File: src/rtl/gray_count_decoder.sv
// Receive side of a gray-coded count bus: synchronizes, decodes to binary and
// classifies each successive value as hold, legal +1 step (with wrap) or illegal jump.
module gray_count_decoder #(
  parameter int unsigned WIDTH       = 8,
  parameter int unsigned SYNC_STAGES = 2,
  parameter int unsigned ERR_W       = 16
) (
  input  logic             clk,
  input  logic             reset,
  input  logic [WIDTH-1:0] gray_in,
  output logic [WIDTH-1:0] bin_out,
  output logic             bin_valid,
  output logic             step_pulse,
  output logic             wrap_pulse,
  output logic             err_pulse,
  output logic [ERR_W-1:0] err_count
);

  localparam int unsigned ACQ_W = 3;

  typedef enum logic [1:0] {
    ACQUIRE = 2'd0,
    TRACK   = 2'd1,
    RESYNC  = 2'd2
  } state_t;

  state_t                              state_q, state_d;
  logic [SYNC_STAGES-1:0][WIDTH-1:0]   sync_q;
  logic [WIDTH-1:0]                    g_s;
  logic [WIDTH-1:0]                    dec;
  logic [WIDTH-1:0]                    bin_inc;
  logic [ACQ_W-1:0]                    acq_q, acq_d;
  logic [WIDTH-1:0]                    bin_d;
  logic                                valid_d;
  logic                                step_d;
  logic                                wrap_d;
  logic                                err_d;
  logic [ERR_W-1:0]                    errc_d;

  // Synchronizer chain; stage 0 captures the asynchronous bus.
  always_ff @(posedge clk) begin
    if (reset) begin
      sync_q <= '0;
    end else begin
      sync_q <= {sync_q[SYNC_STAGES-2:0], gray_in};
    end
  end

  assign g_s = sync_q[SYNC_STAGES-1];

  // Gray to binary: each bit is the XOR of all gray bits at or above it.
  always_comb begin
    dec = '0;
    for (int i = 0; i < WIDTH; i++) begin
      dec[i] = ^(g_s >> i);
    end
  end

  assign bin_inc = bin_out + WIDTH'(1);

  // Next-state and next-output logic.
  always_comb begin
    state_d = state_q;
    acq_d   = acq_q;
    bin_d   = bin_out;
    valid_d = bin_valid;
    step_d  = 1'b0;
    wrap_d  = 1'b0;
    err_d   = 1'b0;
    errc_d  = err_count;

    case (state_q)
      ACQUIRE: begin
        if (acq_q == ACQ_W'(SYNC_STAGES)) begin
          bin_d   = dec;
          valid_d = 1'b1;
          state_d = TRACK;
        end else begin
          acq_d = acq_q + ACQ_W'(1);
        end
      end

      TRACK: begin
        if (dec != bin_out) begin
          bin_d = dec;
          if (dec == bin_inc) begin
            step_d = 1'b1;
            wrap_d = &bin_out;
          end else begin
            valid_d = 1'b0;
            err_d   = 1'b1;
            state_d = RESYNC;
            if (!(&err_count)) begin
              errc_d = err_count + ERR_W'(1);
            end
          end
        end
      end

      RESYNC: begin
        if (dec == bin_out) begin
          valid_d = 1'b1;
          state_d = TRACK;
        end else begin
          bin_d = dec;
        end
      end

      default: begin
        state_d = ACQUIRE;
      end
    endcase
  end

  // State and registered outputs; reset overrides every state.
  always_ff @(posedge clk) begin
    if (reset) begin
      state_q    <= ACQUIRE;
      acq_q      <= '0;
      bin_out    <= '0;
      bin_valid  <= 1'b0;
      step_pulse <= 1'b0;
      wrap_pulse <= 1'b0;
      err_pulse  <= 1'b0;
      err_count  <= '0;
    end else begin
      state_q    <= state_d;
      acq_q      <= acq_d;
      bin_out    <= bin_d;
      bin_valid  <= valid_d;
      step_pulse <= step_d;
      wrap_pulse <= wrap_d;
      err_pulse  <= err_d;
      err_count  <= errc_d;
    end
  end

endmodule

File: config.mk
export PLATFORM = sky130hd
export DESIGN_NAME = gray_count_decoder
export DESIGN_NICKNAME = d
export VERILOG_FILES = /design/src/rtl/gray_count_decoder.sv
export SDC_FILE = /design/constraint.sdc
export NUM_CORES = 1
export LEC_CHECK = 0
export CAP_MARGIN = 20
export CORE_ASPECT_RATIO = 0.7
export CORE_MARGIN = 2
export CORE_UTILIZATION = 50
export DETAILED_ROUTE_END_ITERATION = 8
export PLACE_DENSITY = 0.74
export SLEW_MARGIN = 25
export SYNTH_ARGS = -nofsm -noshare
export SYNTH_HDL_FRONTEND = slang
export SYNTH_SLANG_ARGS = --single-unit
File: constraint.sdc
create_clock -name clk -period 3.05 [get_ports clk]
set_input_delay 0.4575 -clock clk [delete_from_list [all_inputs] [get_ports clk]]
set_output_delay 0.4575 -clock clk [all_outputs]
set_load 0.1 [all_outputs]
==> summary.txt <==
DRC violations left: 0
total CTS buffers: 5
P&R area growth vs syn: 19.24%
Pins Over Slew Limit: 0
setup violators final: 0
max-cap violation count: 0
Rel. slew slack: 53.41%
kind of critical path: reg -> reg
Yosys reg bits: 49
Syn. warnings: 0
DP HPWL: 4566 um
ys flop type: dfxtp_1
Yosys cell types: 53
Leakage: 0.001349 uW
Final min period: 2893 ps
layout cells sized above 1: 21.45%
routed wire length: 6340 um
Worst Path Max Fanout: 10
Post-synth EDFFs: 0
Util after Layout: 63.43%
CTS Sinks: 49
post-synthesis cell count: 322
dominant cell type by area after synthesis: dfxtp_1
overflow left after global routing: 0
CTS H-Tree Depth: 2
post-route setup TNS: 0 ps
Post-synth top cells: dfxtp_1, nor2_1, nor2b_1, nand2_1, a21oi_1
CTS Buffer Depth: 2
clock transition at the registers of the reported paths: 90 ps
GPL Wtd Cong: 0.8875
status: finished, final reports clean
CTS tree: done
count of input and output buffers: 37
Root Buffer: clkbuf_8
# IOs: 38
starting DRC count in detailed routing: 210
# hold bufs at CTS: 0
Critical Path AT: 3090 ps
Async SR Flop Fraction: 0%
Syn Nets: 336
Max Freq: 0.3457 GHz
Hold Slack: 444.1 ps
core area: 5368 um2
Total Die Area: 6341 um2
Vias: 2,455
post-detailed-route count of antenna-violating nets: 0
DRT Pass-1 Iters: 4
gr usage total: 21.26%
post-route cell area: 3405 um2
clk_lat worst skew: 300 ps
CP Capture Type: register
final net count: 372
Area contributors post-synth: dfxtp_1, nor2b_1, mux2i_1
Mean Syn Cell Area: 8.867 um2
pwr dens: 794.0 nW/um2
Worst Tran Pin Value: 698.8 ps
worst min path class: reg -> reg
area post-placement: 3274 um2
worst vdd ir: 464.9 uV
die width: 94.32 um
Die H: 67.23 um
area share of the largest cell type after synthesis: 34.36%
routed len/inst: 14.71 um
pin count of the biggest net entering global routing: 41
vias in the first global route: 2,073
Tcrit/Tclk final: 94.84%
Required @ worst endpoint: 3250 ps
final hold violation count: 0
antenna violations before repair: 0
most numerous cell in the Yosys netlist: dfxtp_1
Max Clock Skew: 3.156 ps
CP Launch Type: register
Initial Utilization: 53.19%
post-DR vias/cell: 5.696
num rows: 22
first-pass GRT wire length: 10,580 um
post-synthesis sequential area ratio: 34.36%
# diodes: 0
Cell Area, Synth: 2855 um2
[metrics by stage]
step           cells  setup slack [ps]  power (uW)
2_1_floorplan    322             25.82        1899
3_3_place_gp     423             254.9        2212
3_5_place_dp     423             187.6        2225
4_1_cts          431             168.2        2703
5_1_grt          431            -8.033        2853
6_report         431             157.5        2703
[critical path, stage by stage (launching register included)]
cell and delay, ps:
dfxtp_1 350, xnor3_4 600, xor2_4 380, xnor2_2 200
mux2i_1 300, nor4b_1 320, nand3_1 240, a21o_1 230
and3b_1 160
[sequential cells by signal, indices dropped and copies added, names as in the netlist]
signal	cells
step_pulse	1
err_pulse	1
g_s	8
acq_q	3
bin_valid	1
state_q	2
bin_out	8
err_count	16
wrap_pulse	1
sync_q	8
[final timing paths]
kind	cells after the start	from	slack [ps]	to
worst max register to register	8	g_s[7]	160	state_q[1]
worst min register to register	1	sync_q[2]	440	g_s[2]
worst min-delay path	1	sync_q[2]	440	g_s[2]
worst max-delay path	8	g_s[7]	160	state_q[1]
[per-layer routing]
| metal | GRT usage (%) | up-vias | wire (um) |
|---|---|---|---|
| li1 | - | 1242 | - |
| met1 | 33.98 | 1115 | 3169 |
| met2 | 29.20 | 96 | 2637 |
| met3 | 4.018 | 2 | 516 |
| met4 | 4.348 | 0 | 16 |
| met5 | 0 | - | 0 |
[final cells by class]
class / count / area, um2
fill: 476 / 1963
multi-input combinational: 247 / 1767
sequential: 49 / 998.5
timing repair buffer: 50 / 417.9
tap: 72 / 90.09
clock buffer: 5 / 68.82
clock inverter: 3 / 43.79
inverter: 5 / 18.77
[where the power goes]
part / internal [uW] / switching [uW]
Combinational: 477 / 871
Clock: 246 / 228
Sequential: 741 / 140
[cell usage in the layout (no fill, tap or decap), types with 3 or more instances in the layout]
| cell | instances |
|---|---|
| and2_1 | 3 |
| nor3_1 | 6 |
| a211oi_1 | 4 |
| o31ai_1 | 9 |
| buf_4 | 39 |
| nor2_1 | 28 |
| dfxtp_1 | 39 |
| clkdlybuf4s50_1 | 8 |
| nand2_1 | 18 |
| nor2b_1 | 28 |
| a21oi_1 | 17 |
| or4_1 | 10 |
| ha_1 | 4 |
| or3_1 | 7 |
| mux2_1 | 8 |
| dfxtp_2 | 8 |
| xor2_1 | 6 |
| nand3b_1 | 3 |
| mux2i_1 | 11 |
| nor4_2 | 7 |
| nand3_1 | 13 |
| clkbuf_8 | 5 |
| o21ai_0 | 4 |
| inv_1 | 5 |
| nand4_1 | 5 |
| a21o_1 | 4 |
| a311oi_1 | 3 |
| xnor2_1 | 8 |
| nand2b_1 | 3 |
| and3_1 | 6 |
[what timing repair did]
| item | in CTS | in global routing |
|---|---|---|
| setup endpoints to repair | 0 | 17 |
| buffers inserted | 0 | 0 |
| resized for setup | 0 | 3 |
[cells by family after synthesis]
logic type | Yosys count | share of synthesized area (%)
xor gates and xnor gates | 20 | 8.853
adders and majority gates | 4 | 1.753
AOI/OAI and AO/OA | 57 | 13.45
and+or+nand+nor | 147 | 29.97
DFF | 49 | 34.36
buffers and inverters | 26 | 4.601
muxes | 19 | 7.012
No activity file was read; power rests on OpenSTA's default activity.
